$ cat config.mk
export PLATFORM = sky130hd
export DESIGN_NAME = switch_alloc_flat
export DESIGN_NICKNAME = d
export VERILOG_FILES = /design/src/rtl/switch_alloc_if.sv /design/src/rtl/switch_alloc.sv /design/src/flat_wrapper.sv
export SDC_FILE = /design/constraint.sdc
export NUM_CORES = 1
export LEC_CHECK = 0
export CAP_MARGIN = 15
export CORE_MARGIN = 4
export CORE_UTILIZATION = 24
export CTS_BUF_LIST = sky130_fd_sc_hd__clkbuf_2
export CTS_CLUSTER_DIAMETER = 60
export DETAILED_ROUTE_END_ITERATION = 8
export PLACE_DENSITY = 0.43
export SYNTH_ARGS = -nofsm -noshare
export SYNTH_HDL_FRONTEND = slang
export SYNTH_SLANG_ARGS = --single-unit
$ cat constraint.sdc
create_clock -name clk -period 5.8 [get_ports clk]
set_clock_uncertainty 0.2 [all_clocks]
set_input_delay 1.74 -clock clk [delete_from_list [all_inputs] [get_ports clk]]
set_output_delay 1.74 -clock clk [all_outputs]
set_load 0.1 [all_outputs]
$ cat src/rtl/switch_alloc_if.sv
// Request/grant bundle between five input buffers, the allocator and the crossbar.
// The allocator takes the slave modport; the input/output port logic takes the master modport.
interface switch_alloc_if;
  logic [4:0]  req_valid;
  logic [14:0] req_dir;
  logic [4:0]  req_tail;
  logic [4:0]  out_ready;
  logic [4:0]  grant;
  logic [4:0]  out_valid;
  logic [14:0] xbar_sel;
  logic        dir_err;

  modport master (
    output req_valid, req_dir, req_tail, out_ready,
    input  grant, out_valid, xbar_sel, dir_err
  );

  modport slave (
    input  req_valid, req_dir, req_tail, out_ready,
    output grant, out_valid, xbar_sel, dir_err
  );
endinterface

$ cat src/rtl/switch_alloc.sv
// Five-port wormhole switch allocator.
// Each output has a round-robin pointer and locks to one input from head flit to tail flit.
module switch_alloc (
  input logic           clk,
  input logic           rst_n,
  switch_alloc_if.slave io_bus
);
  localparam int unsigned NumPorts = 5;
  localparam logic [2:0]  NoOwner  = 3'b111;

  typedef enum logic {StIdle, StLocked} out_state_e;

  out_state_e          r_state     [NumPorts];
  out_state_e          w_state_nxt [NumPorts];
  logic [2:0]          r_owner     [NumPorts];
  logic [2:0]          w_owner_nxt [NumPorts];
  logic [2:0]          r_ptr       [NumPorts];
  logic [2:0]          w_ptr_nxt   [NumPorts];
  logic                r_dir_err;
  logic                w_dir_err_nxt;
  logic [NumPorts-1:0] w_owns;
  logic [NumPorts-1:0] w_cand      [NumPorts];
  logic [NumPorts-1:0] w_grant;
  logic [NumPorts-1:0] w_out_valid;
  logic [14:0]         w_xbar_sel;

  // An input already holding an output cannot compete for another one.
  always_comb begin : cand_logic
    w_owns = '0;
    for (int j = 0; j < NumPorts; j++) begin
      for (int i = 0; i < NumPorts; i++) begin
        if (r_state[j] == StLocked && r_owner[j] == 3'(i)) w_owns[i] = 1'b1;
      end
    end
    for (int j = 0; j < NumPorts; j++) begin
      w_cand[j] = '0;
      for (int i = 0; i < NumPorts; i++) begin
        w_cand[j][i] = io_bus.req_valid[i] && !w_owns[i] &&
                       (io_bus.req_dir[3*i +: 3] == 3'(j));
      end
    end
  end

  always_comb begin : next_logic
    logic        found;
    logic [2:0]  sel;
    logic [2:0]  sel_k;
    logic [2:0]  own;
    int unsigned idx;
    found         = 1'b0;
    sel           = NoOwner;
    sel_k         = NoOwner;
    own           = NoOwner;
    idx           = 0;
    w_grant       = '0;
    w_out_valid   = '0;
    w_xbar_sel    = '1;
    w_dir_err_nxt = r_dir_err;
    for (int j = 0; j < NumPorts; j++) begin
      w_state_nxt[j] = r_state[j];
      w_owner_nxt[j] = r_owner[j];
      w_ptr_nxt[j]   = r_ptr[j];
    end

    for (int j = 0; j < NumPorts; j++) begin
      own = r_owner[j];
      if (r_state[j] == StLocked) begin
        w_xbar_sel[3*j +: 3] = own;
        for (int i = 0; i < NumPorts; i++) begin
          if (own == 3'(i)) begin
            w_out_valid[j] = io_bus.req_valid[i];
            if (io_bus.req_valid[i] && io_bus.out_ready[j]) begin
              w_grant[i] = 1'b1;
              if (io_bus.req_tail[i]) begin
                w_state_nxt[j] = StIdle;
                w_owner_nxt[j] = NoOwner;
                w_ptr_nxt[j]   = own;
              end
            end
          end
        end
      end else begin
        found = 1'b0;
        sel   = NoOwner;
        for (int unsigned k = 1; k <= NumPorts; k++) begin
          idx   = (32'(r_ptr[j]) + k) % NumPorts;
          sel_k = idx[2:0];
          if (!found && w_cand[j][sel_k]) begin
            found = 1'b1;
            sel   = sel_k;
          end
        end
        if (found) begin
          w_state_nxt[j] = StLocked;
          w_owner_nxt[j] = sel;
        end
      end
    end

    for (int i = 0; i < NumPorts; i++) begin
      if (io_bus.req_valid[i] && io_bus.req_dir[3*i +: 3] > 3'd4) w_dir_err_nxt = 1'b1;
    end
  end

  always_ff @(posedge clk or negedge rst_n) begin
    if (!rst_n) begin
      for (int j = 0; j < NumPorts; j++) begin
        r_state[j] <= StIdle;
        r_owner[j] <= NoOwner;
        r_ptr[j]   <= 3'd4;
      end
      r_dir_err <= 1'b0;
    end else begin
      for (int j = 0; j < NumPorts; j++) begin
        r_state[j] <= w_state_nxt[j];
        r_owner[j] <= w_owner_nxt[j];
        r_ptr[j]   <= w_ptr_nxt[j];
      end
      r_dir_err <= w_dir_err_nxt;
    end
  end

  assign io_bus.grant     = w_grant;
  assign io_bus.out_valid = w_out_valid;
  assign io_bus.xbar_sel  = w_xbar_sel;
  assign io_bus.dir_err   = r_dir_err;
endmodule
$ cat src/flat_wrapper.sv
// flat-port wrapper written by rule: the top's interface ports become plain ports
module switch_alloc_flat 
  (clk, rst_n, io_bus_req_valid, io_bus_req_dir, io_bus_req_tail, io_bus_out_ready, io_bus_grant, io_bus_out_valid, io_bus_xbar_sel, io_bus_dir_err);
  switch_alloc_if io_bus_i ();
  input logic clk;
  input logic rst_n;
  input wire logic [$bits(io_bus_i.req_valid)-1:0] io_bus_req_valid;
  input wire logic [$bits(io_bus_i.req_dir)-1:0] io_bus_req_dir;
  input wire logic [$bits(io_bus_i.req_tail)-1:0] io_bus_req_tail;
  input wire logic [$bits(io_bus_i.out_ready)-1:0] io_bus_out_ready;
  output wire logic [$bits(io_bus_i.grant)-1:0] io_bus_grant;
  output wire logic [$bits(io_bus_i.out_valid)-1:0] io_bus_out_valid;
  output wire logic [$bits(io_bus_i.xbar_sel)-1:0] io_bus_xbar_sel;
  output wire logic [$bits(io_bus_i.dir_err)-1:0] io_bus_dir_err;
  assign io_bus_i.req_valid = io_bus_req_valid;
  assign io_bus_i.req_dir = io_bus_req_dir;
  assign io_bus_i.req_tail = io_bus_req_tail;
  assign io_bus_i.out_ready = io_bus_out_ready;
  assign io_bus_grant = io_bus_i.grant;
  assign io_bus_out_valid = io_bus_i.out_valid;
  assign io_bus_xbar_sel = io_bus_i.xbar_sel;
  assign io_bus_dir_err = io_bus_i.dir_err;
  switch_alloc u_core (.clk(clk), .rst_n(rst_n), .io_bus(io_bus_i));
endmodule
==> results.json <==
{
  "final_antenna_net_count": 0,
  "worstSetupStartpointType": "input port",
  "cp_top_family": "buffers and inverters",
  "cts_tree": "done",
  "crit_path_end_kind": "output pin",
  "rsz0062_at_grt": "false",
  "cts_sinks": 36,
  "avgSynthCellArea_um2": 7.21,
  "globalplace.congestion": 0.905,
  "fin_setup_tns_ps": 0,
  "wl_met2_um": 18100,
  "ys_async_sr_fraction_pct": 100,
  "min_path_cells": 2,
  "grt_pass1_vias": 11300,
  "outcome": "finished, final reports clean",
  "max_stage_delay_ps": 510,
  "synth.distinct_cells": 103,
  "initial_core_util_pct": 24.3,
  "port_buffers": 57,
  "hp-start": "u_core.next_logic.own[2]",
  "startpoint": "io_bus_out_ready[0]",
  "viasPerCell": 5.39,
  "area_delta_synth_final_pct": 14.0,
  "holdPathEnd": "u_core.next_logic.own[2]",
  "grt-ovfl-total": 0,
  "antenna_found_initial": 5,
  "cts_hold_buf": 0,
  "worstPathCellList": "clkdlybuf4s50_1 -> inv_1 -> nor2_1 -> and2_1 -> a32oi_1 -> o221ai_1 -> a31oi_1 -> nor2b_1 -> buf_4 -> buf_12",
  "grt_pass1_wl_um": 63400,
  "required_ps": 3860,
  "timing.slew.headroom_pct": 31.5,
  "hold_viol": 0,
  "cts_setup_buffers": 0,
  "yosysWarnings": 0,
  "drt-total-wl_um": 40100,
  "instances_no_fill": 2219,
  "tightest_slew_ps": 1020,
  "die-width_um": 225,
  "cts_buffers": 5,
  "cts-root-buf": "clkbuf_2",
  "wl_met3_um": 1800,
  "track_usage_pct": 15.4,
  "die_h_um": 225,
  "hold_ws_ps": 416,
  "layout_commonest_cell": "nand2_1",
  "synth_edf_count": 0,
  "syn_nets": 1716,
  "layout-drive-gt1-share_pct": 11.1,
  "drc": 0,
  "grt_max_degree": 37,
  "crit-reg2reg-launch": "u_core.r_ptr[1]",
  "wire_per_inst_um": 18.1,
  "fmax_ghz": 0.179,
  "netlist_instances": 1564,
  "ys_seq_area_share_pct": 8.21,
  "rows": 79,
  "drv_slew": 0,
  "cp_num_buf_inv": 4,
  "layout_common_cells": "nand2_1, ha_1, a21oi_1",
  "dp_hpwl_um": 32200,
  "cts_buffer_depth": 2,
  "first_iter_violations": 742,
  "clock_latency_ps": 500,
  "dieArea_um2": 50500,
  "arrival_ps": 3650,
  "maxCapViolations": 0,
  "fin_crit_sh_pct": 96.3,
  "met1_length_um": 19100,
  "setup_viol": 0,
  "worst_path_max_delay_cell": "clkdlybuf4s50_1",
  "clk_pin_slew_ps": 240,
  "ios": 58,
  "routed-via-count": 12000,
  "coreArea_um2": 46500,
  "drt-pass1-iter-count": 5,
  "top_layer_used": "met5",
  "hp-class": "flop to flop",
  "critPathKind": "input port to output pin",
  "reg2reg_to": "u_core.next_logic.own[0]",
  "post-route-min-period_ps": 5590,
  "rrSetupSlack_ps": 450,
  "crit_path_max_fanout": 3,
  "placed_cells": 2210,
  "num-nets-final": 1762,
  "h-tree-depth": 2,
  "rr_worst_depth": 18,
  "synthFlopType": "dfstp_2",
  "cts_resized": 0,
  "synth-seq-cells": 36,
  "synth.cell_area_um2": 11300
}
## flip-flops by register name (all words and copies together) (netlist names)
signal / flops
u_core.io_bus.dir_err: 1
u_core.next_logic.own: 3
u_core.r_owner: 12
u_core.r_ptr: 15
u_core.r_state: 5
## metrics by stage
stage | worst slack, ps | utilization [%] | instance area [µm²]
after floorplan | 117 | - | 11300
after global placement | 268 | 27.6 | 12800
after detailed placement | 255 | 27.6 | 12800
after CTS | 233 | 27.7 | 12900
after global routing | 116 | 27.7 | 12900
final | 212 | 27.7 | 12900
## worst reg2reg max path: stages, from the launching register on
cell	delay, ps
dfrtp_1	490
ha_1	290
xnor2_4	300
inv_2	60
ha_1	250
or3b_2	510
a31oi_1	220
xnor2_1	140
ha_1	260
inv_1	100
a2bb2oi_1	280
a32oi_4	170
xnor2_1	400
mux2i_1	240
nor3_1	70
or4b_1	580
or3_1	410
a22o_1	240
o31ai_1	60
## logic make-up (layout without fill, tap and decap cells)
group | count (synthesis) | in the layout | share of synthesized area (%)
buffers and inverters | 177 | 223 | 6.29
AO/OA/AOI/OAI | 468 | 468 | 28.0
flip-flops | 36 | 36 | 8.21
multiplexers | 86 | 86 | 8.94
adder cells (fa/ha/maj) | 122 | 122 | 13.6
other | 0 | 2 | 0
AND/OR/NAND/NOR | 623 | 623 | 30.6
XOR/XNOR | 52 | 52 | 4.34
## cell type report
cell class	instances	area [µm²]
Clock buffer	5	25.0
Antenna cell	2	5.00
Sequential cell	36	926
Fill cell	5078	33600
Clock inverter	2	7.51
Tap cell	607	759
Timing Repair Buffer	119	1130
Multi-Input combinational cell	1351	9640
Inverter	97	364
## synthesized netlist by cell type (9+ instances only)
library cell,n,area share [%]
a211oi_1,25,1.7
a21o_1,12,0.80
a21oi_1,118,5.2
a22oi_1,12,0.80
a31oi_1,18,1.0
and2_1,20,1.1
and3_1,11,0.61
buf_2,18,0.80
clkbuf_1,54,1.8
dfrtp_1,16,3.6
dfstp_2,20,4.7
ha_1,119,13
inv_1,88,2.9
mux2_2,18,1.8
mux2i_1,58,5.1
mux4_2,10,2.0
nand2_1,135,4.5
nand2b_1,55,3.1
nand3_1,39,1.7
nand4_1,19,1.1
nor2_1,112,3.7
nor2b_1,26,1.4
nor3_1,56,2.5
nor3b_1,18,1.2
nor4_1,24,1.3
nor4b_1,10,0.78
nor4bb_1,11,0.98
o211ai_1,16,1.1
o21a_1,12,0.80
o21ai_0,96,4.3
o221ai_1,11,0.85
o22ai_1,15,0.83
o31ai_1,14,0.93
or2_2,16,0.89
or3_1,13,0.72
or4_1,9,0.60
xnor2_1,42,3.3
## how the worst max path moves through the flow
stage,cells after the start,to
floorplan,4,io_bus_out_valid[0]
global placement,10,io_bus_grant[3]
detailed placement,10,io_bus_grant[3]
CTS,10,io_bus_grant[3]
global route,10,io_bus_grant[3]
finish,10,io_bus_grant[3]
## per-layer routing
| metal | vias up | track usage [%] |
|---|---|---|
| met1 | 5701 | 21.3 |
| met3 | 50 | 2.18 |
| met5 | - | 0 |
| met2 | 272 | 25.2 |
| met4 | 6 | 3.99 |
| li1 | 5942 | - |
Power is left out: the tool's default activity adds up to more than one toggle a clock period on the data nets, which glitch-free logic cannot reach.
